--- src/rtl/sync_fifo_ctrl.sv ---
// sync_fifo_ctrl: single-clock FIFO controller that sequences a dp_ram with a 1-cycle read latency.
// Define SYNC_FIFO_ERR_EN to add the sticky ovf_err/udf_err outputs.
module sync_fifo_ctrl #(
    parameter int unsigned DATA_WIDTH = 8,
    parameter int unsigned ADDR_WIDTH = 9
) (
    input  logic                  clk,
    input  logic                  rst,
    input  logic                  wr_req,
    input  logic                  rd_req,
    output logic                  full,
    output logic                  empty,
    output logic [ADDR_WIDTH:0]   count,
    output logic                  rd_valid,
    output logic                  ram_w_enable,
    output logic [ADDR_WIDTH-1:0] ram_w_addr,
    output logic                  ram_r_enable,
    output logic [ADDR_WIDTH-1:0] ram_r_addr
`ifdef SYNC_FIFO_ERR_EN
    ,
    output logic                  ovf_err,
    output logic                  udf_err
`endif
);

    localparam logic [ADDR_WIDTH:0]   DEPTH   = (ADDR_WIDTH+1)'(1) << ADDR_WIDTH;
    localparam logic [ADDR_WIDTH:0]   CNT_ONE = (ADDR_WIDTH+1)'(1);
    localparam logic [ADDR_WIDTH-1:0] PTR_ONE = ADDR_WIDTH'(1);

    // DATA_WIDTH only documents the attached dp_ram; reject a meaningless value early.
    if (DATA_WIDTH == 0) begin : g_bad_data_width
        $error("sync_fifo_ctrl: DATA_WIDTH must be nonzero");
    end

    logic                  wr_acc;
    logic                  rd_acc;
    logic [ADDR_WIDTH-1:0] wr_ptr;
    logic [ADDR_WIDTH-1:0] rd_ptr;
    logic [ADDR_WIDTH:0]   count_nxt;

    assign wr_acc       = wr_req & ~full;
    assign rd_acc       = rd_req & ~empty;
    assign ram_w_enable = wr_acc;
    assign ram_r_enable = rd_acc;
    assign ram_w_addr   = wr_ptr;
    assign ram_r_addr   = rd_ptr;

    always_comb begin
        count_nxt = count;
        unique case ({wr_acc, rd_acc})
            2'b10:   count_nxt = count + CNT_ONE;
            2'b01:   count_nxt = count - CNT_ONE;
            default: count_nxt = count;
        endcase
    end

    // Flags are registered from count_nxt so they never lag the counter.
    always_ff @(posedge clk or posedge rst) begin
        if (rst) begin
            wr_ptr   <= '0;
            rd_ptr   <= '0;
            count    <= '0;
            full     <= 1'b0;
            empty    <= 1'b1;
            rd_valid <= 1'b0;
        end else begin
            if (wr_acc) wr_ptr <= wr_ptr + PTR_ONE;
            if (rd_acc) rd_ptr <= rd_ptr + PTR_ONE;
            count    <= count_nxt;
            full     <= (count_nxt == DEPTH);
            empty    <= (count_nxt == '0);
            rd_valid <= rd_acc;
        end
    end

`ifdef SYNC_FIFO_ERR_EN
    always_ff @(posedge clk or posedge rst) begin
        if (rst) begin
            ovf_err <= 1'b0;
            udf_err <= 1'b0;
        end else begin
            if (wr_req & full)  ovf_err <= 1'b1;
            if (rd_req & empty) udf_err <= 1'b1;
        end
    end
`endif

endmodule

--- config.mk ---
export PLATFORM = sky130hd
export DESIGN_NAME = sync_fifo_ctrl
export DESIGN_NICKNAME = d
export VERILOG_FILES = /design/src/rtl/sync_fifo_ctrl.sv
export SDC_FILE = /design/constraint.sdc
export NUM_CORES = 1
export LEC_CHECK = 0
export ABC_AREA = 1
export ABC_CLOCK_PERIOD_IN_PS = 6150
export CAP_MARGIN = 30
export CORE_MARGIN = 3
export CORE_UTILIZATION = 65
export CTS_BUF_LIST = sky130_fd_sc_hd__clkbuf_4
export CTS_CLUSTER_DIAMETER = 40
export CTS_CLUSTER_SIZE = 40
export DETAILED_ROUTE_END_ITERATION = 16
export DONT_BUFFER_PORTS = 1
export HOLD_SLACK_MARGIN = 0.06
export PLACE_DENSITY = 0.81
export SYNTH_ARGS = -nofsm -noshare
export SYNTH_HDL_FRONTEND = slang
export SYNTH_SLANG_ARGS = --single-unit
--- constraint.sdc ---
create_clock -name clk -period 6.15 [get_ports clk]
set_input_delay 0.3075 -clock clk [delete_from_list [all_inputs] [get_ports clk]]
set_output_delay 0.3075 -clock clk [all_outputs]
set_load 0.005 [all_outputs]
==> flow_summary.ini, run 1 <==
[critical_path]
critical_path.cell_chain = nor2_4 > nand2_4 > nand2_1 > nand2_2 > ha_1 > nand2_1 > nand2_1 > or2_2 > nor2_1 > nand3_1 > nor2_1 > nand2_1 > nor2_1
cp.arrival_ns = 2.70
cpMaxStageDelayCell = dfstp_2
regToRegStartpoint = empty
crit_type = reg2reg
endpoint_kind = flip-flop
startpoint_type = flip-flop
cp_top_family = simple AND/OR/NAND/NOR gates
slowest_delay_ns = 0.41
crit_top_cell = nand2_1
r2r_slack_ns = 3.71
crit_buf_inv = 0
crit_fanout = 16
worstPathRequired_ns = 6.41
crit_start = empty

[synthesis]
syn_inst = 265
yosysTopAreaCell = dfrtp_1
avgSynthCellArea_um2 = 7.446
synth_area_leaders = dfrtp_1 (38%), nand2_1 (16%), nand3_1 (7.1%)
synth_warnings = 0
synth-seq-area-share_pct = 39.38
synth_nets = 273
synth_top_area_share_pct = 38.05
yosys_register_bits = 31
netlist_area_mm2 = 0.001973
synth_cell_types = 27

[route]
wl_per_cell_um = 13.74
num_vias = 1649
route.detailed.drc = 0
ant_nets = 0
vias_per_cell = 5.497
wirelength_mm = 4.121
dr.pass1.iters = 4
initialDrtViolationCount = 106

[power]
total_leakage_power_nw = 1.124
switching_power_w = 0.0004319
switching_share_pct = 45.38
ir_worst_vdd_uv = 311.6
clockPowerShare_pct = 16.9
p_seq_share_pct = 42.5
p_int_w = 0.0005197
pwr-share-comb_pct = 40.6
powerDensity_mw_per_mm2 = 457.1

[sta]
fin_skew_ns = 0.02025
timing.fmax_ghz = 0.4096
relSlewSlack_pct = 67.50
fin_tns_setup_ns = 0
timing.final.crit_share_pct = 39.69
rsz0062_at_grt = no
hold_viol_final = 0
setup_violations = 0
worst_pin_slew_ns = 0.4869
period_needed_ns = 2.441
drv_slew = 0

[global_routing]
use_met3_pct = 12.16
grt_pass1_vias = 1586
overflow = 0
groute.usage.overall_pct = 25.48
met1_usage_pct = 32.26
grt_pass1_wl_mm = 7.024
grt_antenna_before_repair = 0
busiest_layer = met2
grt_max_degree = 22
use_met2_pct = 39.43

[die]
ios = 37
num_rows = 19
coreArea_mm2 = 0.002829
die_h_um = 61.10
start_util_pct = 69.75
die_x_um = 61.10
die_area_mm2 = 0.003733

[placed_design]
place_congestion = 0.8746
io_buffers = 0
placed_cell_area_mm2 = 0.001991
hpwl_mm = 3.223

[cells_and_area]
fin_nets = 276
area_growth_pct = 5.517
drive_gt1_share_pct = 13.38
design_area_mm2 = 0.002082
post-route-util_pct = 73.60
diodes = 0

[cts]
cts_root_buf = clkbuf_4
cts.sinks = 31
cts_buffers = 5
path_clk_slew_ns = 0.11
cts-htree-levels = 2
cts_resized = 0
cts_tree = done
cts_buffer_depth = 2
clkLatencyLatePin_ns = 0.34

[job]
cap_viol_max_count = 0

[hold_path]
worstHoldStart = rd_req
hp-class = in2reg

[outcome]
outcome = finished clean
[routing by layer]
layer | up-vias | wire length (um)
li1 | 826 | -
met2 | 66 | 1897
met4 | 0 | 44
met1 | 748 | 1735
met3 | 9 | 443
met5 | - | 0
[path summary, 6_finish.rpt]
path	depth (start not counted)	end
max reg2reg	13	empty
min in group asynchronous	2	count[7]
min reg2reg	1	ram_r_addr[8]
min	2	rd_valid
max	13	empty
max in group asynchronous	3	ram_w_addr[2]
[cell usage after synthesis]
cell type  number
o21ai_0         2
nand3b_1        5
nor2_4          2
dfstp_2         1
inv_1          34
inv_2           4
or2_2           2
buf_6           3
dfrtp_1        30
ha_1            4
o21ai_1         4
xnor2_1         4
nor2_1         16
buf_2           3
nand3_1        28
nor3b_1         1
nand2_4         2
nand2_2        11
nor4_1          1
nand4_1         2
nand3_2         3
o21ai_2         1
xor2_1         14
nand2_1        84
o22ai_1         1
nor2_2          1
nor3_1          2
[state kept, by name, summed over array words and instances, names as in the netlist]
name,flops
count,10
ram_r_addr,9
ram_w_addr,9
empty,1
full,1
rd_valid,1
[cell families (layout without fill, tap and decap cells)]
kind of cell	Yosys count	in the layout	synth area share, %
AND/OR/NAND/NOR	160	160	38.11
buffers and inverters	44	48	9.701
flip-flops	31	31	39.38
XOR/XNOR	18	18	7.990
AO/OA/AOI/OAI	8	8	2.283
adder cells (fa/ha/maj)	4	4	2.537
[area by class of cell]
cell class                      count  area, um2
Multi-Input combinational cell    190       1005
Tap cell                           31      38.79
Fill cell                         212      747.0
Sequential cell                    31      777.0
Timing Repair Buffer                2      37.54
Clock buffer                        5      37.54
Inverter                           38      142.6
Clock inverter                      3      43.79
[stage by stage]
step	setup WS [ns]	std cells	power (W)	hold slack [ns]
after global routing	3.462	300	0.001043	0.1414
after detailed placement	3.747	291	0.0007903	0.2389
final	3.709	300	0.0009516	0.1730
after floorplan	4.148	265	0.0006953	0.4103
after CTS	3.724	300	0.0009556	0.1544
after global placement	3.834	290	0.0007739	0.4811
[power groups by stage]
stage	clock [W]	sequential (W)	combinational (W)
floorplan	0	0.000379	0.000316
global placement	0	0.000407	0.000366
detailed placement	0	0.000410	0.000380
CTS	0.000165	0.000405	0.000385
global route	0.000175	0.000424	0.000443
finish	0.000161	0.000404	0.000387
[cells in the final DEF, fill, tap and decap left out, types with 3 or more instances in the layout]
| cell type | n |
|---|---|
| nand2_1 | 84 |
| o21ai_1 | 4 |
| nand3_1 | 28 |
| nand2_2 | 11 |
| dfrtp_1 | 30 |
| nor2_1 | 16 |
| inv_2 | 4 |
| clkbuf_4 | 5 |
| nand3_2 | 3 |
| ha_1 | 4 |
| xnor2_1 | 4 |
| xor2_1 | 14 |
| nand3b_1 | 5 |
| inv_1 | 34 |
[what timing repair did]
item                       in CTS  in global routing
hold endpoints to repair        9                  0
setup endpoints to repair       0                  0
hold buffers                    1                  0
buffers inserted                0                  0
Power figures use the tool's default switching activity.
==> inputs of run 2 (changes only) <==
--- a/config.mk
+++ b/config.mk
@@ -6,17 +6,17 @@
 export NUM_CORES = 1
 export LEC_CHECK = 0
 export ABC_AREA = 1
-export ABC_CLOCK_PERIOD_IN_PS = 6150
+export ABC_CLOCK_PERIOD_IN_PS = 2000
 export CAP_MARGIN = 30
 export CORE_MARGIN = 3
-export CORE_UTILIZATION = 65
+export CORE_UTILIZATION = 59
 export CTS_BUF_LIST = sky130_fd_sc_hd__clkbuf_4
 export CTS_CLUSTER_DIAMETER = 40
 export CTS_CLUSTER_SIZE = 40
 export DETAILED_ROUTE_END_ITERATION = 16
 export DONT_BUFFER_PORTS = 1
 export HOLD_SLACK_MARGIN = 0.06
-export PLACE_DENSITY = 0.81
+export PLACE_DENSITY = 0.78
 export SYNTH_ARGS = -nofsm -noshare
 export SYNTH_HDL_FRONTEND = slang
 export SYNTH_SLANG_ARGS = --single-unit
==> constraint.sdc (replaced) <==
create_clock -name clk -period 2 [get_ports clk]
set_input_delay 0.1 -clock clk [delete_from_list [all_inputs] [get_ports clk]]
set_output_delay 0.1 -clock clk [all_outputs]
set_load 0.005 [all_outputs]
==> run 2 against run 1 <==
  * Non-clock buffer count is 24 higher
  * Via count is 10% higher
  * Clock-buffer cell count is 1 higher
  * Global-route usage is 2.5 points lower
  * Setup slack worse by 3.7 ns
  * Clock power is 120% higher
  * First-iteration DRC count is 58% higher
  * Critical endpoint unchanged
  * Largest power group is now combinational cells
==> flow_summary.ini, run 2 (synthesized netlist as in run 1, its figures left out) <==
[outcome]
outcome = finished clean

[placed_design]
hpwl_mm = 3.176
place_congestion = 0.9038
io_buffers = 0

[job]
cap_viol_max_count = 0

[critical_path]
crit_type = reg2reg
cp.arrival_ns = 2.26
crit_fanout = 4
worstPathRequired_ns = 2.28
crit_buf_inv = 1
startpoint_type = flip-flop
endpoint_kind = flip-flop
slowest_delay_ns = 0.59
cp_top_family = simple AND/OR/NAND/NOR gates
critical_path.cell_chain = nor2_4 > nand3b_1 > nand2_2 > ha_4 > inv_1 > nand2_2 > nand3_2 > nand2_2 > nand2_1 > nand3_1 > nand2_2 > nand3_2 > nor2_1 > nand2_1 > nor2_1
crit_top_cell = nand2_2
cpMaxStageDelayCell = dfstp_2

[sta]
drv_slew = 0
timing.fmax_ghz = 0.5047
hold_viol_final = 0
timing.final.crit_share_pct = 99.06
setup_violations = 0
fin_skew_ns = 0.01050
relSlewSlack_pct = 61.13
period_needed_ns = 1.981
rsz0062_at_grt = yes
worst_pin_slew_ns = 0.5824

[cts]
cts_buffers = 5
cts_root_buf = clkbuf_4
cts.sinks = 31
path_clk_slew_ns = 0.09
cts-htree-levels = 2
cts_buffer_depth = 2
cts_tree = done
clkLatencyLatePin_ns = 0.34

[global_routing]
grt_antenna_before_repair = 0
groute.usage.overall_pct = 22.95
grt_max_degree = 17
grt_pass1_wl_mm = 7.272
grt_pass1_vias = 1599
overflow = 0

[power]
powerDensity_mw_per_mm2 = 1319
total_leakage_power_nw = 1.232
power_w = 0.003144
ir_worst_vdd_uv = 901.6

[route]
initialDrtViolationCount = 168
route.detailed.drc = 0
dr.pass1.iters = 4
wirelength_mm = 4.848
vias_per_cell = 5.407
num_vias = 1822
wl_per_cell_um = 14.39
ant_nets = 0

[hold_path]
hp-class = in2reg

[cells_and_area]
drive_gt1_share_pct = 31.06
post-route-util_pct = 76.24
final_common_cell = nand2_1
largest_register = count
largest_register_ffs = 10
layout_common_cells = nand2_1 (66), inv_1 (32), dfrtp_1 (30), nand2_2 (29)
diodes = 0
fin_nets = 300
area_growth_pct = 20.86

[die]
coreArea_mm2 = 0.003128
die_area_mm2 = 0.004074
start_util_pct = 63.08
die_x_um = 63.83
ios = 37
num_rows = 20
die_h_um = 63.83
[run 2: final timing paths]
kind,from,endpoint,slack [ns],cells after the start
worst max register to register,empty,empty,0.02,15
min in group asynchronous,rst,ram_w_addr[0],0.27,2
max in group asynchronous,rst,ram_r_addr[7],1.09,3
worst min-delay path,rd_req,ram_r_addr[1],0.19,5
worst max-delay path,empty,empty,0.02,15
worst min register to register,ram_w_addr[8],ram_w_addr[8],0.50,1
[run 2: area by class of cell]
type | count | area, um2
clock buffer | 6 | 45.04
tap | 44 | 55.05
clock inverter | 2 | 7.507
fill | 207 | 743.2
inverter | 38 | 142.6
multi-input combinational | 190 | 1142
sequential | 31 | 777.0
timing repair buffer | 26 | 215.2
[run 2: per-layer routing]
layer | up-vias | global-route usage [%] | part of all wire (%)
li1 | 871 | - | -
met1 | 845 | 29.05 | 42
met2 | 87 | 34.45 | 46
met3 | 19 | 7.206 | 9.2
met4 | 0 | 12.94 | 3.2
met5 | - | 0 | 0
[run 2: through the flow]
stage / std cells / setup slack, ns / instance area [um2] / setup TNS (ns) / hold slack (ns)
global route: 337 / -0.1295 / 2385 / -0.2046 / 0.1812
floorplan: 265 / 0.003316 / 1973 / 0 / 0.2028
CTS: 328 / 0.006890 / 2188 / 0 / 0.1603
detailed placement: 314 / -0.05644 / 2062 / -0.1053 / 0.07642
finish: 337 / 0.01877 / 2385 / 0 / 0.1858
global placement: 314 / 0.05432 / 2062 / 0 / 0.07046
[run 2: power by group]
part / switching, W / total (W) / leakage (nW) / internal (W)
Clock: 0.000214 / 0.000357 / 0.0307 / 0.000143
Combinational: 0.000888 / 0.00152 / 0.835 / 0.000635
Sequential: 0.000369 / 0.00126 / 0.366 / 0.000895
[run 2: tightest hold or removal path, cell delays in order]
cell     delay, ns
inv_2         0.06
nor2_4        0.06
buf_4         0.16
nand2_1       0.06
nand2_1       0.04
[run 2: timing repair]
| item | 4_1_cts | 5_1_grt |
|---|---|---|
| setup buffers | 3 | 9 |
| setup endpoints to repair | 2 | 4 |
| endpoints found under the hold margin | 17 | 0 |
| pin swaps | 10 | 23 |
| resized for setup | 5 | 37 |
| hold buffers | 3 | 0 |
==> inputs of run 3 (changes only) <==
--- a/config.mk
+++ b/config.mk
@@ -8,15 +8,17 @@
 export ABC_AREA = 1
 export ABC_CLOCK_PERIOD_IN_PS = 2000
 export CAP_MARGIN = 30
+export CELL_PAD_IN_SITES_DETAIL_PLACEMENT = 1
+export CELL_PAD_IN_SITES_GLOBAL_PLACEMENT = 1
 export CORE_MARGIN = 3
-export CORE_UTILIZATION = 59
+export CORE_UTILIZATION = 43
 export CTS_BUF_LIST = sky130_fd_sc_hd__clkbuf_4
-export CTS_CLUSTER_DIAMETER = 40
+export CTS_CLUSTER_DIAMETER = 80
 export CTS_CLUSTER_SIZE = 40
 export DETAILED_ROUTE_END_ITERATION = 16
 export DONT_BUFFER_PORTS = 1
 export HOLD_SLACK_MARGIN = 0.06
-export PLACE_DENSITY = 0.78
+export PLACE_DENSITY_LB_ADDON = 0.1
 export SYNTH_ARGS = -nofsm -noshare
 export SYNTH_HDL_FRONTEND = slang
 export SYNTH_SLANG_ARGS = --single-unit
==> run 3 against run 2 <==
  * The run now ends with negative setup slack left
  * Largest cell class unchanged
  * Highest routed layer unchanged
  * Critical path depth unchanged
  * Largest power group unchanged
  * Utilization decreased by 13 points
  * Fmax decreased by 2.9%
  * Clock power increased by 35%
  * Sequential cell count unchanged
  * Die area increased by 33%
==> flow_summary.ini, run 3 (synthesized netlist as in run 1, its figures left out) <==
[outcome]
outcome = finished with violations
violations = negative setup slack

[sta]
postLayoutSetupSlackWorst_ns = -0.03989
setup_violations = 2
timing.final.crit_share_pct = 102.0
period_needed_ns = 2.040
hold_viol_final = 0
drv_slew = 0
timing.fmax_ghz = 0.4902
rsz0062_at_grt = yes
worst_pin_slew_ns = 0.6131
relSlewSlack_pct = 59.08
fin_skew_ns = 0.008239

[global_routing]
overflow = 0
grt_antenna_before_repair = 0
grt_pass1_wl_mm = 9.653
grt_pass1_vias = 1994
groute.usage.overall_pct = 23.49
grt_max_degree = 17

[job]
cap_viol_max_count = 0

[power]
clockPowerShare_pct = 12.4
switching_power_w = 0.001842
p_int_w = 0.002056
switching_share_pct = 47.26
powerDensity_mw_per_mm2 = 1404
ir_worst_vdd_uv = 685.5
p_seq_share_pct = 33.3
pwr-share-comb_pct = 54.3
total_leakage_power_nw = 1.388

[route]
wl_per_cell_um = 19.63
ant_nets = 0
num_vias = 1994
route.detailed.drc = 0
dr.pass1.iters = 4
vias_per_cell = 5.448
initialDrtViolationCount = 98
wirelength_mm = 7.185

[critical_path]
worstPathRequired_ns = 2.28
cp_top_family = simple AND/OR/NAND/NOR gates
cpMaxStageDelayCell = dfstp_2
endpoint_kind = flip-flop
cp.arrival_ns = 2.32
crit_top_cell = nand2_2
crit_type = reg2reg
crit_buf_inv = 1
r2r_slack_ns = -0.04
startpoint_type = flip-flop
critical_path.cell_chain = nor2_4 > nand2_4 > buf_6 > nand2_2 > nand2_4 > nand3_4 > nand2_2 > nand2_2 > nand2_1 > nand2_1 > nand3_2 > nand2_2 > nor2_2 > nand2_2 > nor2_2
crit_fanout = 7
slowest_delay_ns = 0.62

[die]
ios = 37
die_area_mm2 = 0.005438
die_x_um = 73.74
die_h_um = 73.74
num_rows = 24
coreArea_mm2 = 0.004384
start_util_pct = 45.01

[cts]
clkLatencyLatePin_ns = 0.33
cts_buffers = 5
cts_buffer_depth = 2
cts-htree-levels = 2
cts.sinks = 31
cts_tree = done
path_clk_slew_ns = 0.10
cts_root_buf = clkbuf_4

[hold_path]
hp-class = in2reg

[cells_and_area]
largest_register = count
regArea_um2 = 777.0
largest_register_ffs = 10
final-instance-count-excl-fill = 366
multi_input_area_mm2 = 0.001316
n_fill_cell = 526
drive_gt1_share_pct = 45.86
final_common_cell = nand2_1
layout_common_cells = nand2_1 (51), nand2_2 (40), buf_4 (38), dfrtp_1 (30), inv_1 (29)
fin_nets = 321
diodes = 0
area_growth_pct = 40.71

[placed_design]
place_congestion = 0.7801
dp_slack_ns = -0.2404
hpwl_mm = 4.034
place_inst = 331
io_buffers = 0
run 3: metal layers:
layer  track usage (%)  up-vias  part of all wire, %
met2             40.65       53                   53
met3             7.798       22                  4.5
met1             27.62     1000                   41
li1                  -      919                    -
met4             6.237        0                  2.3
met5                 0        -                    0
run 3: repair_timing:
item | in CTS | in global routing
pin swaps | 15 | 25
buffers inserted | 15 | 11
hold endpoints to repair | 14 | 1
hold buffers | 1 | 1
resized for setup | 23 | 68
gates cloned | 0 | 0
endpoints found under the setup margin | 2 | 7
run 3: stage by stage:
step / cell area, um2 / util, % / total power, W / hold slack (ns) / setup TNS [ns]
3_3_place_gp: 2140 / 48.80 / 0.002500 / 0.08734 / -0.3091
3_5_place_dp: 2140 / 48.80 / 0.002551 / 0.08482 / -0.4319
5_1_grt: 2776 / 63.33 / 0.004165 / 0.09594 / -0.4841
2_1_floorplan: 1973 / - / 0.002138 / 0.2028 / 0
4_1_cts: 2422 / 55.25 / 0.003303 / 0.1031 / 0
6_report: 2776 / 63.33 / 0.003898 / 0.09688 / -0.07958
run 3: area by class of cell:
cell class	instances	area share (%)
Multi-Input combinational cell	190	47.41
Sequential cell	31	27.99
Timing Repair Buffer	47	14.29
Inverter	38	5.228
Tap cell	52	2.343
Clock inverter	3	1.397
Clock buffer	5	1.352
run 3: path summary, 6_finish.rpt:
check                              start             to  cells after the start
min in group asynchronous            rst  ram_w_addr[8]                      2
setup / recovery                   empty          empty                     15
hold / removal                    rd_req       rd_valid                      3
hold reg to reg            ram_w_addr[8]  ram_w_addr[8]                      1
setup reg to reg                   empty          empty                     15
max in group asynchronous            rst       count[5]                      3
run 3: tightest hold or removal path, stage by stage:
cell and delay [ns]:
inv_2 0.08, nor2_4 0.06, buf_8 0.15
run 3: power groups by stage:
stage / clock network [W] / logic [W] / registers, W
finish: 0.000481 / 0.00212 / 0.00130
global route: 0.000520 / 0.00230 / 0.00134
CTS: 0.000489 / 0.00155 / 0.00127
detailed placement: 0 / 0.00128 / 0.00127
global placement: 0 / 0.00124 / 0.00126
floorplan: 0 / 0.000972 / 0.00117
